<file path="config.mk">
export PLATFORM = sky130hd
export DESIGN_NAME = mem_arbiter
export DESIGN_NICKNAME = d
export VERILOG_FILES = /design/src/rtl/mem_arbiter_pkg.sv /design/src/rtl/mem_arbiter_rr_pick2.sv /design/src/rtl/mem_arbiter.sv
export SDC_FILE = /design/constraint.sdc
export NUM_CORES = 1
export LEC_CHECK = 0
export CORE_AREA = 2 2 79 81
export CTS_CLUSTER_SIZE = 28
export DETAILED_ROUTE_END_ITERATION = 10
export DIE_AREA = 0 0 81 83
export PLACE_DENSITY = 0.84
export SLEW_MARGIN = 20
export SYNTH_ARGS = -nofsm -noshare
export SYNTH_HDL_FRONTEND = slang
export SYNTH_SLANG_ARGS = --single-unit
export TNS_END_PERCENT = 5
</file>
<file path="constraint.sdc">
create_clock -name clk -period 1.6 [get_ports clk]
set_input_delay 0.24 -clock clk [delete_from_list [all_inputs] [get_ports clk]]
set_output_delay 0.24 -clock clk [all_outputs]
set_load 0.03 [all_outputs]
</file>
<file path="src/rtl/mem_arbiter_pkg.sv">
// Shared definitions for the RAM arbiter: FSM state encodings, width defaults, port indices.
package mem_arbiter_pkg;

    localparam int unsigned ADDR_W_DEF = 8;
    localparam int unsigned DATA_W_DEF = 16;

    localparam logic P_CPU = 1'b0;
    localparam logic P_DBG = 1'b1;

    typedef enum logic [1:0] {
        StIdle  = 2'd0,
        StIssue = 2'd1,
        StResp  = 2'd2
    } state_e;

endpackage

</file>
<file path="src/rtl/mem_arbiter_rr_pick2.sv">
// Two-way round-robin picker: the requester that was not served last wins a tie.
module mem_arbiter_rr_pick2 (
    input  logic [1:0] eligible_i,
    input  logic       last_i,
    output logic       grant_valid_o,
    output logic       grant_idx_o
);

    always_comb begin
        grant_valid_o = |eligible_i;
        grant_idx_o   = 1'b0;
        unique case (eligible_i)
            2'b01:   grant_idx_o = 1'b0;
            2'b10:   grant_idx_o = 1'b1;
            2'b11:   grant_idx_o = ~last_i;
            default: grant_idx_o = 1'b0;
        endcase
    end

endmodule

</file>
<file path="src/rtl/mem_arbiter.sv">
// Serialises CPU (port 0) and debug (port 1) accesses onto one synchronous single-port RAM.
module mem_arbiter
    import mem_arbiter_pkg::*;
#(
    parameter int unsigned ADDR_W = ADDR_W_DEF,
    parameter int unsigned DATA_W = DATA_W_DEF
) (
    input  logic              clk,
    input  logic              reset_n,
    input  logic              req0,
    input  logic              req1,
    input  logic              we0,
    input  logic              we1,
    input  logic [ADDR_W-1:0] addr0,
    input  logic [ADDR_W-1:0] addr1,
    input  logic [DATA_W-1:0] wdata0,
    input  logic [DATA_W-1:0] wdata1,
    output logic              ack0,
    output logic              ack1,
    output logic [DATA_W-1:0] rdata0,
    output logic [DATA_W-1:0] rdata1,
    output logic              mem_en,
    output logic              mem_we,
    output logic [ADDR_W-1:0] mem_addr,
    output logic [DATA_W-1:0] mem_wdata,
    input  logic [DATA_W-1:0] mem_rdata,
    output logic              busy
);

    state_e            state_q, state_d;
    logic              mem_en_q, mem_en_d;
    logic              mem_we_q, mem_we_d;
    logic [ADDR_W-1:0] mem_addr_q, mem_addr_d;
    logic [DATA_W-1:0] mem_wdata_q, mem_wdata_d;
    logic              owner_q, owner_d;
    logic              last_q, last_d;
    // mem_we clears before the response cycle, so the op type is kept separately
    logic              op_we_q, op_we_d;

    logic [1:0]        eligible;
    logic              grant_valid;
    logic              grant_idx;
    logic              sel_we;
    logic [ADDR_W-1:0] sel_addr;
    logic [DATA_W-1:0] sel_wdata;
    logic              resp0;
    logic              resp1;

    // The port being acked is never eligible in the same cycle.
    always_comb begin
        eligible = {req1, req0};
        if (state_q == StResp) begin
            eligible[owner_q] = 1'b0;
        end else if (state_q == StIssue) begin
            eligible = 2'b00;
        end
    end

    mem_arbiter_rr_pick2 u_pick (
        .eligible_i    (eligible),
        .last_i        (last_q),
        .grant_valid_o (grant_valid),
        .grant_idx_o   (grant_idx)
    );

    assign sel_we    = (grant_idx == P_DBG) ? we1    : we0;
    assign sel_addr  = (grant_idx == P_DBG) ? addr1  : addr0;
    assign sel_wdata = (grant_idx == P_DBG) ? wdata1 : wdata0;

    always_comb begin
        state_d     = state_q;
        mem_en_d    = 1'b0;
        mem_we_d    = 1'b0;
        mem_addr_d  = mem_addr_q;
        mem_wdata_d = mem_wdata_q;
        owner_d     = owner_q;
        last_d      = last_q;
        op_we_d     = op_we_q;
        unique case (state_q)
            StIdle, StResp: begin
                if (state_q == StResp) begin
                    last_d  = owner_q;
                    state_d = StIdle;
                end
                if (grant_valid) begin
                    mem_en_d    = 1'b1;
                    mem_we_d    = sel_we;
                    mem_addr_d  = sel_addr;
                    mem_wdata_d = sel_wdata;
                    owner_d     = grant_idx;
                    op_we_d     = sel_we;
                    state_d     = StIssue;
                end
            end
            StIssue: state_d = StResp;
            default: state_d = StIdle;
        endcase
    end

    always_ff @(posedge clk or negedge reset_n) begin
        if (!reset_n) begin
            state_q     <= StIdle;
            mem_en_q    <= 1'b0;
            mem_we_q    <= 1'b0;
            mem_addr_q  <= '0;
            mem_wdata_q <= '0;
            owner_q     <= P_CPU;
            last_q      <= P_DBG;
            op_we_q     <= 1'b0;
        end else begin
            state_q     <= state_d;
            mem_en_q    <= mem_en_d;
            mem_we_q    <= mem_we_d;
            mem_addr_q  <= mem_addr_d;
            mem_wdata_q <= mem_wdata_d;
            owner_q     <= owner_d;
            last_q      <= last_d;
            op_we_q     <= op_we_d;
        end
    end

    assign resp0 = (state_q == StResp) && (owner_q == P_CPU);
    assign resp1 = (state_q == StResp) && (owner_q == P_DBG);

    assign ack0      = resp0;
    assign ack1      = resp1;
    assign rdata0    = (resp0 && !op_we_q) ? mem_rdata : '0;
    assign rdata1    = (resp1 && !op_we_q) ? mem_rdata : '0;
    assign mem_en    = mem_en_q;
    assign mem_we    = mem_we_q;
    assign mem_addr  = mem_addr_q;
    assign mem_wdata = mem_wdata_q;
    assign busy      = (state_q != StIdle);

endmodule

</file>
==> flow_summary.rst <==
.. list-table::
   :header-rows: 1

   * - Metric
     - Value
   * - Ratio of final minimum period to clock period
     - 113%
   * - Maximum net fanout on the critical path
     - 8
   * - Critical Path End Type
     - output pin
   * - Endpoints failing hold
     - 0
   * - Total power of the final layout
     - 0.00588 W
   * - GR Util All Layers
     - about 15%
   * - Synthesized area per cell
     - a little over 10 um2
   * - Non-filler instance count after layout
     - 392
   * - Setup slack of the most critical reg-to-reg path
     - 0 ps
   * - Sequential element share of the synthesized area
     - 45.4%
   * - Most common library cell in the layout ignoring fill and taps
     - sky130_fd_sc_hd__clkdlybuf4s50_1
   * - Element type at the critical path start
     - flop
   * - R2r startpoint
     - state_q[0]
   * - Die area
     - about 0.0067 mm2
   * - Detailed-route wire length per cell
     - 13.8 um
   * - H-tree levels
     - 2
   * - Global placement routability congestion
     - ~0.85
   * - Gate Count Post-Synth
     - 170
   * - Initial antenna violation count
     - 0
   * - Clock buffer count from CTS
     - 5
   * - Number of buffers added on ports
     - 130
   * - Routed via count
     - ~1800
   * - Max_cap viols
     - 0
   * - Clock sink total
     - 31
   * - Share of layout cells above drive strength 1
     - between 20% and 30%
   * - CTS max path bufs
     - 2
   * - Post-synth cell types
     - 26
   * - Chip height
     - just over 80 um
   * - Largest net degree at the start of global routing
     - 41
   * - Endpoint of the lowest-slack register-to-register path
     - mem_wdata[2]
   * - Post-route antenna net violation count
     - 0
   * - Total number of yosys warnings
     - 0
   * - Vias in the first global route
     - 1828
   * - Status
     - finished, violations left
   * - Setup-violating endpoint count in the final report
     - 35
   * - Overflow left after global routing
     - 0
   * - DPL Wire Length
     - about 3.9 mm
   * - Post-placement cell count
     - 380
   * - Fmax achieved
     - between 0.5 and 0.6 GHz
   * - Cell area after technology mapping
     - between 0.0015 and 0.002 mm2
   * - Final Max Slew Viols
     - 0
   * - Cell at the root of the clock tree
     - sky130_fd_sc_hd__clkbuf_8
   * - Final setup margin
     - -201 ps
   * - Worst Setup Path Type
     - reg -> out
   * - CP required
     - 1360 ps
   * - Standard-cell row count
     - 28
   * - Clock Skews
     - 5.36 ps
   * - Tmin final
     - approximately 1800 ps
   * - Number of remaining DRC errors
     - 0
   * - Count of TritonRoute iterations in the first routing pass
     - 4
   * - Rel. slew slack
     - 68.9%
   * - Final-stage net count
     - around 390
   * - Num ports
     - approximately 130
   * - CTS tree
     - yes
   * - Total wire length
     - around 5.4 mm
   * - Via-per-instance ratio
     - 4.63
   * - Clock Latency Late Sink
     - ~280 ps
   * - Maximum VDD drop
     - 0.944 mV
   * - Hold-fix buffers, CTS
     - 0
   * - Cells on worst reg2reg path
     - 6
   * - Slew at the pin closest to its max-slew limit
     - 466 ps
   * - Width of the die
     - just over 80 um
   * - Most frequent cells in the layout
     - 84 x sky130_fd_sc_hd__clkdlybuf4s50_1, 37 x sky130_fd_sc_hd__buf_6, 29 x sky130_fd_sc_hd__dfrtp_1
   * - Synth-to-layout area growth
     - 102%
   * - Flops & latches, synth
     - 31
   * - Critical Path AT
     - ~1600 ps
   * - Hold WC Path Type
     - in -> async
   * - Failing checks
     - setup timing
   * - Count of routing violations after the opening detailed-route iteration
     - between 40 and 50
   * - ANT cells
     - 0
   * - Cell area power density
     - 1700 mW/mm2
   * - Setup repair after global routing missed its margin
     - true
   * - Post-Syn Nets
     - 240
   * - Clock Pin Slew Worst Setup and Hold Paths
     - 70 ps
   * - First-pass GRT wire length
     - roughly 8.1 mm
   * - Starting utilization of the core area
     - 29.4%
   * - Leak pwr
     - roughly 1.6 nW
   * - Total core area
     - around 0.0058 mm2
==> area by class of cell <==
class / count / area (um2)
Fill cell: 488 / 2370
Inverter: 3 / 11.3
Sequential cell: 31 / 778
Multi-Input combinational cell: 126 / 896
Timing Repair Buffer: 149 / 1550
Clock inverter: 2 / 35.0
Clock buffer: 6 / 82.6
Tap cell: 75 / 93.8
==> what timing repair did <==
item	in CTS	in global routing
setup buffers	2	1
cloned	0	1
pin swaps	0	11
setup endpoints to repair	58	72
resized for setup	40	31
==> stage by stage <==
stage	instance area, um2	setup WS (ps)	hold slack, ps	util (%)	setup TNS (ps)
after floorplan	1720	-95.5	-55.6	-	-1970
after global placement	3070	-256	504	52.9	-6290
after detailed placement	3070	-314	517	52.9	-7680
after CTS	3350	-145	381	57.6	-5980
after global routing	3450	-276	406	59.3	-9680
final	3450	-201	376	59.3	-4600
==> metal layers <==
metal  up-vias  GRT usage (%)  routed length, um
met1       840           16.2               1980
met2       102           26.7               2730
li1        863              -                  -
met4         0           4.93                 72
met3         8           5.98                617
met5         -              0                  0
==> state kept, by name (all words and copies together) (netlist names) <==
register and count:
owner_q 1, op_we_q 1, state_q 2, mem_wdata 16, mem_en 1, mem_addr 8
last_q 1, mem_we 1
==> cell usage after synthesis, drive strengths merged <==
cell type,n,area share (%)
a211oi,2,1.6
a2bb2oi,1,0.51
and2,32,12
nand2,2,0.44
a21o,1,0.44
dfstp,1,1.5
nand2b,2,0.73
a41oi,1,0.95
inv,3,0.66
or2,1,0.37
a21bo,1,0.59
mux2i,25,15
dfrtp,30,44
clkbuf,2,0.44
a31oi,1,0.37
nor3b,2,0.88
nor3,2,0.59
a21oi,25,7.3
nor2b,1,0.37
nor4bb,1,0.59
buf,8,5.7
nor2,26,5.7
==> worst max path at each step <==
stage	startpoint	end	slack [ps]	depth (start not counted)
finish	state_q[0]	rdata1[8]	-200	5
global route	state_q[0]	rdata1[8]	-280	5
CTS	owner_q	rdata1[5]	-150	6
detailed placement	req1	mem_wdata[8]	-310	6
global placement	req1	owner_q	-260	5
floorplan	state_q[0]	op_we_q	-100	4
==> kinds of logic after synthesis <==
logic type,Yosys count,synth area share (%)
and+or+nand+nor,69,21.4
AOI/OAI and AO/OA,32,11.8
DFF,31,45.4
muxes,25,14.6
buffers and inverters,13,6.80
==> power by group <==
part           internal, W  leakage (nW)  switching, W  total [W]
registers          0.00118         0.348      0.000249    0.00143
clock network     0.000504        0.0612      0.000290   0.000793
logic              0.00170          1.23       0.00195    0.00365
==> critical path: stages (launching register included) <==
cell and delay (ps):
sky130_fd_sc_hd__dfrtp_1 400, sky130_fd_sc_hd__nand2b_4 190, sky130_fd_sc_hd__nor3_4 240, sky130_fd_sc_hd__buf_6 160, sky130_fd_sc_hd__and2_1 150, sky130_fd_sc_hd__buf_6 140
No activity file was read; power rests on OpenSTA's default activity.
